[src/rtl/game_ctrl.sv]
// Game-side controller: conditions the flap button and pause switch, runs the IDLE/PLAY/PAUSE/LOST
// game FSM, and keeps the current and high score as 4-digit BCD.
module game_ctrl #(
  parameter int          DEBOUNCE_CYCLES = 2,
  parameter int          LOST_HOLD       = 100,
  parameter logic [15:0] MAX_SCORE       = 16'h9999
) (
  input  logic        clk,
  input  logic        rst,
  input  logic        flap_btn,
  input  logic        pause_sw,
  input  logic        collision,
  input  logic        pillar_passed,
  output logic [1:0]  game_state,
  output logic        flap_pulse,
  output logic        game_rst,
  output logic [15:0] score,
  output logic [15:0] high_score,
  output logic        lost,
  output logic        new_high
);

  localparam int CW = (DEBOUNCE_CYCLES < 2) ? 1 : $clog2(DEBOUNCE_CYCLES + 1);
  localparam int HW = $clog2(LOST_HOLD + 1);

  typedef enum logic [1:0] {
    IDLE  = 2'b00,
    PLAY  = 2'b01,
    PAUSE = 2'b10,
    LOST  = 2'b11
  } state_t;

  // Index 0 carries flap_btn, index 1 carries pause_sw.
  logic [1:0]    sync1_q, sync2_q, deb_q;
  logic [CW-1:0] db_cnt_q [2];
  logic          flap_deb_prev_q;
  logic          flap_edge_q;

  state_t        state_q, state_n;
  logic [15:0]   score_q, score_n;
  logic [15:0]   high_q, high_n;
  logic          new_high_q, new_high_n;
  logic [HW-1:0] hold_q, hold_n;
  logic          flap_pulse_q, flap_pulse_n;
  logic          game_rst_q, game_rst_n;

  function automatic logic [15:0] bcd_inc(input logic [15:0] v);
    logic [15:0] r;
    logic        carry;
    r     = v;
    carry = 1'b1;
    for (int d = 0; d < 4; d++) begin
      if (carry) begin
        if (r[d*4 +: 4] == 4'd9) begin
          r[d*4 +: 4] = 4'd0;
        end else begin
          r[d*4 +: 4] = r[d*4 +: 4] + 4'd1;
          carry       = 1'b0;
        end
      end
    end
    return r;
  endfunction

  // Input conditioning: the debounced level follows the synchronized input only after
  // DEBOUNCE_CYCLES consecutive samples that disagree with the current level.
  always_ff @(posedge clk) begin
    if (rst) begin
      sync1_q         <= '0;
      sync2_q         <= '0;
      deb_q           <= '0;
      db_cnt_q[0]     <= '0;
      db_cnt_q[1]     <= '0;
      flap_deb_prev_q <= 1'b0;
      flap_edge_q     <= 1'b0;
    end else begin
      sync1_q <= {pause_sw, flap_btn};
      sync2_q <= sync1_q;
      for (int i = 0; i < 2; i++) begin
        if (sync2_q[i] == deb_q[i]) begin
          db_cnt_q[i] <= '0;
        end else if (db_cnt_q[i] == CW'(DEBOUNCE_CYCLES - 1)) begin
          deb_q[i]    <= sync2_q[i];
          db_cnt_q[i] <= '0;
        end else begin
          db_cnt_q[i] <= db_cnt_q[i] + CW'(1);
        end
      end
      flap_deb_prev_q <= deb_q[0];
      flap_edge_q     <= deb_q[0] & ~flap_deb_prev_q;
    end
  end

  always_ff @(posedge clk) begin
    if (rst) begin
      state_q      <= IDLE;
      score_q      <= '0;
      high_q       <= '0;
      new_high_q   <= 1'b0;
      hold_q       <= '0;
      flap_pulse_q <= 1'b0;
      game_rst_q   <= 1'b0;
    end else begin
      state_q      <= state_n;
      score_q      <= score_n;
      high_q       <= high_n;
      new_high_q   <= new_high_n;
      hold_q       <= hold_n;
      flap_pulse_q <= flap_pulse_n;
      game_rst_q   <= game_rst_n;
    end
  end

  always_comb begin
    state_n      = state_q;
    score_n      = score_q;
    high_n       = high_q;
    new_high_n   = new_high_q;
    hold_n       = hold_q;
    flap_pulse_n = 1'b0;
    game_rst_n   = 1'b0;
    unique case (state_q)
      IDLE: begin
        if (flap_edge_q) begin
          state_n    = PLAY;
          game_rst_n = 1'b1;
          score_n    = '0;
          new_high_n = 1'b0;
        end
      end
      PLAY: begin
        if (collision) begin
          // High score is settled on the entry edge so it is visible the first LOST cycle.
          state_n = LOST;
          hold_n  = '0;
          if (score_q > high_q) begin
            high_n     = score_q;
            new_high_n = 1'b1;
          end
        end else begin
          if (deb_q[1]) begin
            state_n = PAUSE;
          end else if (flap_edge_q) begin
            flap_pulse_n = 1'b1;
          end
          if (pillar_passed && (score_q != MAX_SCORE)) begin
            score_n = bcd_inc(score_q);
          end
        end
      end
      PAUSE: begin
        if (!deb_q[1]) begin
          state_n = PLAY;
        end
      end
      LOST: begin
        if (hold_q != HW'(LOST_HOLD)) begin
          hold_n = hold_q + HW'(1);
        end else if (flap_edge_q) begin
          state_n    = PLAY;
          game_rst_n = 1'b1;
          score_n    = '0;
          new_high_n = 1'b0;
        end
      end
      default: state_n = IDLE;
    endcase
  end

  assign game_state = state_q;
  assign lost       = (state_q == LOST);
  assign flap_pulse = flap_pulse_q;
  assign game_rst   = game_rst_q;
  assign score      = score_q;
  assign high_score = high_q;
  assign new_high   = new_high_q;

endmodule
[config.mk]
export PLATFORM = sky130hd
export DESIGN_NAME = game_ctrl
export DESIGN_NICKNAME = d
export VERILOG_FILES = /design/src/rtl/game_ctrl.sv
export SDC_FILE = /design/constraint.sdc
export NUM_CORES = 1
export LEC_CHECK = 0
export CAP_MARGIN = 30
export CORE_UTILIZATION = 55
export CTS_BUF_LIST = sky130_fd_sc_hd__clkbuf_4
export DETAILED_ROUTE_END_ITERATION = 6
export GPL_TIMING_DRIVEN = 0
export PLACE_DENSITY = 0.85
export SYNTH_ARGS = -nofsm -noshare
export SYNTH_HDL_FRONTEND = slang
export SYNTH_SLANG_ARGS = --single-unit
export TNS_END_PERCENT = 20
[constraint.sdc]
create_clock -name clk -period 2.7 [get_ports clk]
set_clock_uncertainty 0.2 [all_clocks]
set_input_delay 0.405 -clock clk [delete_from_list [all_inputs] [get_ports clk]]
set_output_delay 0.405 -clock clk [all_outputs]
set_load 0.01 [all_outputs]
* After elaboration in Yosys (flattened, before gate mapping)
Memory sizes are Yosys's and may differ from the RTL's.
Index checks and enable logic that the tools add are counted.
** Storage, ports and cells
- Memory bits (writable) :: 4
- Word-level logic and storage cells :: 148
- Input port bits :: 6
- Memories :: 1
- Bits in registers :: 52
** Memories
- db_cnt_q :: words 2, bits a word 2, read ports 2, clocked after memory_dff 0, wr ports 2, RTL line 35 : logic [CW-1:0] db_cnt_q [2];
** Operators by class
- Bitwise operators :: 11
- Reductions and logical operators :: 15
- $lt $le $gt $ge :: 1
- Equality and inequality tests :: 24
- Muxes and demuxes :: 73
- $add $sub $neg :: 7
** Operators with widths (number)
- $mux 16 :: 4
- $pmux 16 s3 :: 1
- $mux 1 :: 44
- $mux 4 :: 7
- $mux 2 :: 11
- $ne 2x2->1 const B :: 9
- $add 4x1->4 const B :: 4
- $eq 4x4->1 const B :: 4
- $gt 16x16->1 :: 1
- $ne 16x16->1 const B :: 1
- $reduce_and 5->1 :: 3
- $mux 7 :: 2
- $pmux 7 s2 :: 1
- $reduce_and 3->1 :: 3
- $pmux 2 s4 :: 1
- $reduce_and 4->1 :: 2
- $add 7x1->7 const B :: 1
- $ne 7x7->1 const B :: 1
- $eq 2x1->1 const B :: 3
- $or 1x1->1 :: 6
- $add 2x1->2 const B :: 2
- $eq 2x2->1 const B :: 2
- $not 1->1 :: 4
- $reduce_and 2->1 :: 2
- 11 further kinds :: 12

* Logic depth before layout (Yosys ltp)
- Depth in word-level cells :: 17
- Depth in mapped cells :: 10
- Gate-level depth less buffers :: 8

* Worst setup path after synthesis
OpenSTA, ideal clock, no wires.
- Kind :: reg-to-reg
- Start :: register high_q[14], in the netlist high_score[14]
- End :: register high_q[8], in the netlist high_score[8]
- Setup time :: 0.128 ns
- Data required time :: 2.372 ns
- Arrival time :: 2.025 ns
- Clock period less this slack :: 2.352 ns
- Stages on the path, launching flop included :: 11
- Slack :: 0.348 ns
- Cell sequence :: dfxtp_1 -> inv_1 -> ha_1 -> nand4_1 -> nor4_2 -> o21ai_1 -> a31oi_1 -> buf_4 -> buf_8 -> mux2i_1 -> nor2_1
** Between the ends
- Longest elaborated chain between the ends :: 2
** RTL lines
- start, declared :: RTL line 41 : logic [15:0] high_q, high_n;
- start signal, assigned :: RTL line 106 : high_q <= high_n;
- $gt 16x16->1 :: RTL line 136 : if (score_q > high_q) begin
- $reduce_and 3->1 (no line)
No other way between the ends.
A chain may end at the register's enable or synchronous reset.

* Final worst setup path
- Start :: register score_q[15], in the netlist score[15]
- End :: register high_q[11], in the netlist high_score[11]
** Between the ends
- Longest elaborated chain between the ends :: 2
** RTL lines
- start, declared :: RTL line 40 : logic [15:0] score_q, score_n;
- start signal, assigned :: RTL line 105 : score_q <= score_n;
- $gt 16x16->1 :: RTL line 136
- $reduce_and 3->1 (no line)
No other way between the ends.

==> results.py <==
metrics = {
    "synth": {
        "post_synth_instance_area_sq_mm": 0.00306,
        "netlist.area_leader.share_pct": 34.0,
        "synth_common_cells": "sky130_fd_sc_hd__dfxtp_1, sky130_fd_sc_hd__nor2_1, sky130_fd_sc_hd__inv_1",
        "yosysUniqueCellTypes": 53,
        "netlist_instances": 341,
        "synth-compound-area-share_pct": 11.2,
        "postSynth.topFlopCell": "sky130_fd_sc_hd__dfxtp_1",
        "synth_simple_gate_area_share_pct": 22.4,
        "post_synth_main_area_contributors": "sky130_fd_sc_hd__dfxtp_1, sky130_fd_sc_hd__ha_1, sky130_fd_sc_hd__mux2i_1",
        "yosys-mux-area-fraction_pct": 6.87,
        "ys_seq_area_share_pct": 37.9,
        "postSynthRegisterBits": 56,
        "synthMostInstantiatedCell": "sky130_fd_sc_hd__dfxtp_1",
        "avgSynthCellArea_sq_um": 8.97,
        "synthXorXnorAreaFrac_pct": 2.58,
        "largest_area_contributor_in_the_synthesized_netlist": "sky130_fd_sc_hd__dfxtp_1",
        "largest_family_of_logic_cells_by_synthesized_area": "simple AND/OR/NAND/NOR gates",
        "number_of_enable_flip_flop_cells_after_synthesis": 4,
        "synthesis.yosys.warnings": 0,
        "synthAdderAreaFrac_pct": 13.1,
        "asyncSetResetFlopFracSynth_pct": 0,
    },
    "setup_path": {
        "rr_endpoint": "high_score[11]$_SDFFE_PP0P_",
        "critical_path.reg2reg.startpoint": "score[15]$_SDFFE_PP0P_",
        "critical_path.slowest_cell": "sky130_fd_sc_hd__dfxtp_1",
        "timing.critical_path.mode_cell": "sky130_fd_sc_hd__buf_4",
        "timing.setup.critical_path_class": "reg2reg",
        "cpLargestDelayFamily": "buffers and inverters",
        "setup.worst_path.end_class": "flop",
        "worst_path_required_time_ns": 2.78,
        "crit_path_start": "score[15]$_SDFFE_PP0P_",
        "timing.critical_path.buf_inv": 3,
        "cp_max_fo": 10,
        "reg2reg_setup_slack_ns": 0.26,
        "timing.reg2reg.worst_path_depth": 10,
        "worst_stage_delay_on_the_critical_path_ns": 0.41,
        "worstPathArrival_ns": 2.52,
        "worstPathCellList": "ha_1 > nand4_1 > buf_4 > nor3_2 > a22oi_1 > a31oi_1 > buf_4 > buf_8 > mux2i_1 > nor2_1",
        "startpoint_type": "flop",
    },
    "worst_hold_path": {
        "hp-class": "in2reg",
        "hold_path_startpoint": "rst",
        "hold_end": "flap_deb_prev_q$_SDFF_PP0_",
        "min_path_cells": 2,
    },
    "cells_and_area": {
        "combined_area_of_the_multi_input_logic_cells_sq_mm": 0.00175,
        "count_of_inserted_antenna_diode_cells": 0,
        "drive_above_1_share_pct": 7.29,
        "final_net_count": 435,
        "sequential_cell_area_sq_mm": 0.00116,
        "fill_cells": 423,
        "area_growth_pct": 20.4,
    },
    "die": {
        "core-area_sq_mm": 0.00524,
        "floorplan.initialDensity_pct": 58.4,
        "pin_count": 44,
        "std_cell_rows": 26,
        "die_w_microns": 76.6,
        "dieArea_sq_mm": 0.00587,
        "die_height_microns": 76.6,
    },
    "clock_tree": {
        "cts_tree": "built",
        "insertion_delay_ns": 0.40,
        "cts.sink_count": 56,
        "ctsHoldBuffers": 0,
        "number_of_cts_inserted_buffers": 5,
        "max-clock-path-buffers": 2,
        "h-tree-depth": 2,
        "clock-root-buffer": "sky130_fd_sc_hd__clkbuf_4",
        "clkSlewWorstSetupHoldPaths_ns": 0.16,
    },
    "power": {
        "max-vdd-ir-drop_uv": 257,
        "leak_pwr_nw": 1.42,
        "p_per_area_mw_per_mm2": 457,
    },
    "timing": {
        "finalSetupTns_ns": 0,
        "achievable-frequency_mhz": 410,
        "period_minus_slack_ns": 2.44,
        "worst_slew_pin_slew_ns": 0.639,
        "setup_slack_ns": 0.261,
        "timing.slew.headroom_pct": 56.9,
        "timing.final.crit_share_pct": 90.3,
        "setup_viol_count_final": 0,
        "final_hold_viol_count": 0,
        "unrepaired_setup_endpoints_after_global_routing": "no",
        "timing.hold.ws_ns": 0.193,
        "final-max-slew-violation-count": 0,
    },
    "global_route": {
        "grt_start_max_net_pins": 17,
        "overflow": 0,
        "antenna_found_initial": 0,
        "global_router_s_overall_resource_usage_pct": 23.2,
        "grt_pass1_wl_mm": 10.8,
        "first_global_vias": 2259,
    },
    "placement": {
        "io_buffers": 42,
        "dp_slack_ns": 0.0173,
        "finalWeightedCongestion": 0.829,
        "place_hpwl_mm": 4.80,
    },
    "detailed_routing": {
        "drt_drc_violations_left": 0,
        "drt-vias-per-instance": 5.46,
        "drtAntennaViolNets": 0,
        "routed_wire_length_per_instance_microns": 14.1,
        "detail_route.first_pass.iterations": 5,
        "wirelength_mm": 6.58,
        "detailroute.via_count": 2553,
        "drt_iter0_drc": 187,
    },
    "outcome": {
        "outcome": "complete, no violations",
    },
    "run": {
        "timing.max_cap.violations": 0,
    },
}
-- per-layer routing --
metal / track usage [%] / vias up / share of wire (%)
met5: 0 / - / 0
met4: 6.92 / 0 / 1.2
met3: 4.31 / 5 / 4.1
met2: 37.5 / 58 / 47
met1: 31.5 / 1203 / 47
li1: - / 1287 / -
-- how the worst max path moves through the flow --
stage,endpoint,slack (ns),cells past startpoint
detailed placement,high_score[11]$_SDFFE_PP0P_,0.02,10
CTS,high_score[8]$_SDFFE_PP0P_,0.1,9
floorplan,high_score[8]$_SDFFE_PP0P_,0.35,10
global route,score[4]$_SDFFE_PP0P_,0.05,8
finish,high_score[11]$_SDFFE_PP0P_,0.26,10
global placement,high_score[4]$_SDFFE_PP0P_,0.07,10
-- kinds of logic (layout without fill, tap and decap cells) --
family / Yosys count / in the layout
simple gates: 129 / 129
flops: 56 / 56
compound gates: 51 / 51
buf+inv: 42 / 96
fa+ha+maj: 32 / 32
mux: 21 / 21
xor+xnor: 9 / 9
other cells: 1 / 4
-- flip-flops by register name (all words and copies together) (netlist names) --
name	count
db_cnt_q	4
deb_q	2
new_high	1
score	16
flap_edge_q	1
hold_q	7
game_rst	1
sync1_q	2
flap_pulse	1
high_score	16
game_state	2
flap_deb_prev_q	1
sync2_q	2
-- layout by cell type, fill, tap and decap left out, types with 4 or more instances in the layout --
| master | count |
|---|---|
| sky130_fd_sc_hd__conb_1 | 4 |
| sky130_fd_sc_hd__a31oi_1 | 5 |
| sky130_fd_sc_hd__clkdlybuf4s50_1 | 42 |
| sky130_fd_sc_hd__dfxtp_1 | 50 |
| sky130_fd_sc_hd__nor2_1 | 48 |
| sky130_fd_sc_hd__o21ai_0 | 5 |
| sky130_fd_sc_hd__inv_1 | 33 |
| sky130_fd_sc_hd__ha_1 | 32 |
| sky130_fd_sc_hd__nor3_1 | 4 |
| sky130_fd_sc_hd__nor2b_1 | 7 |
| sky130_fd_sc_hd__xnor2_1 | 5 |
| sky130_fd_sc_hd__nand3_1 | 5 |
| sky130_fd_sc_hd__mux2i_1 | 21 |
| sky130_fd_sc_hd__clkbuf_1 | 6 |
| sky130_fd_sc_hd__buf_4 | 6 |
| sky130_fd_sc_hd__a21oi_1 | 19 |
| sky130_fd_sc_hd__a21o_1 | 5 |
| sky130_fd_sc_hd__nand4_1 | 7 |
| sky130_fd_sc_hd__nand3b_1 | 4 |
| sky130_fd_sc_hd__edfxtp_1 | 4 |
| sky130_fd_sc_hd__nand2_1 | 23 |
| sky130_fd_sc_hd__xor2_1 | 4 |
| sky130_fd_sc_hd__or3_1 | 8 |
| sky130_fd_sc_hd__nand2b_1 | 4 |
| sky130_fd_sc_hd__clkbuf_4 | 7 |
-- per-stage QoR --
stage / instance area [sq um] / std cells / utilization [%] / total power, mW
4_1_cts: 3640 / 464 / 69.4 / 1.68
2_1_floorplan: 3070 / 344 / - / 1.19
3_5_place_dp: 3580 / 456 / 68.3 / 1.30
3_3_place_gp: 3580 / 456 / 68.3 / 1.29
6_report: 3680 / 468 / 70.3 / 1.68
5_1_grt: 3680 / 468 / 70.3 / 1.76
-- report_power, final --
| group | internal, mW | leakage (nW) | total (mW) | switching (mW) |
|---|---|---|---|---|
| registers | 0.857 | 0.462 | 0.880 | 0.0225 |
| clock network | 0.122 | 0.0361 | 0.393 | 0.271 |
| logic | 0.167 | 0.921 | 0.411 | 0.244 |
| total | 1.15 | 1.42 | 1.68 | 0.537 |
-- layout make-up --
class,count,area share (%)
Multi-Input combinational cell,246,47.5
Timing Repair Buffer,46,12.2
Clock inverter,1,0.136
Sequential cell,56,31.6
Tap cell,70,2.38
Clock buffer,7,1.43
Buffer,9,1.43
Inverter,33,3.36
-- what timing repair did --
action,4_1_cts,5_1_grt
setup endpoints to repair,1,9
resized for setup,0,4
setup buffers,0,4
pin swaps,1,1
(Power assumes the default switching activity.)
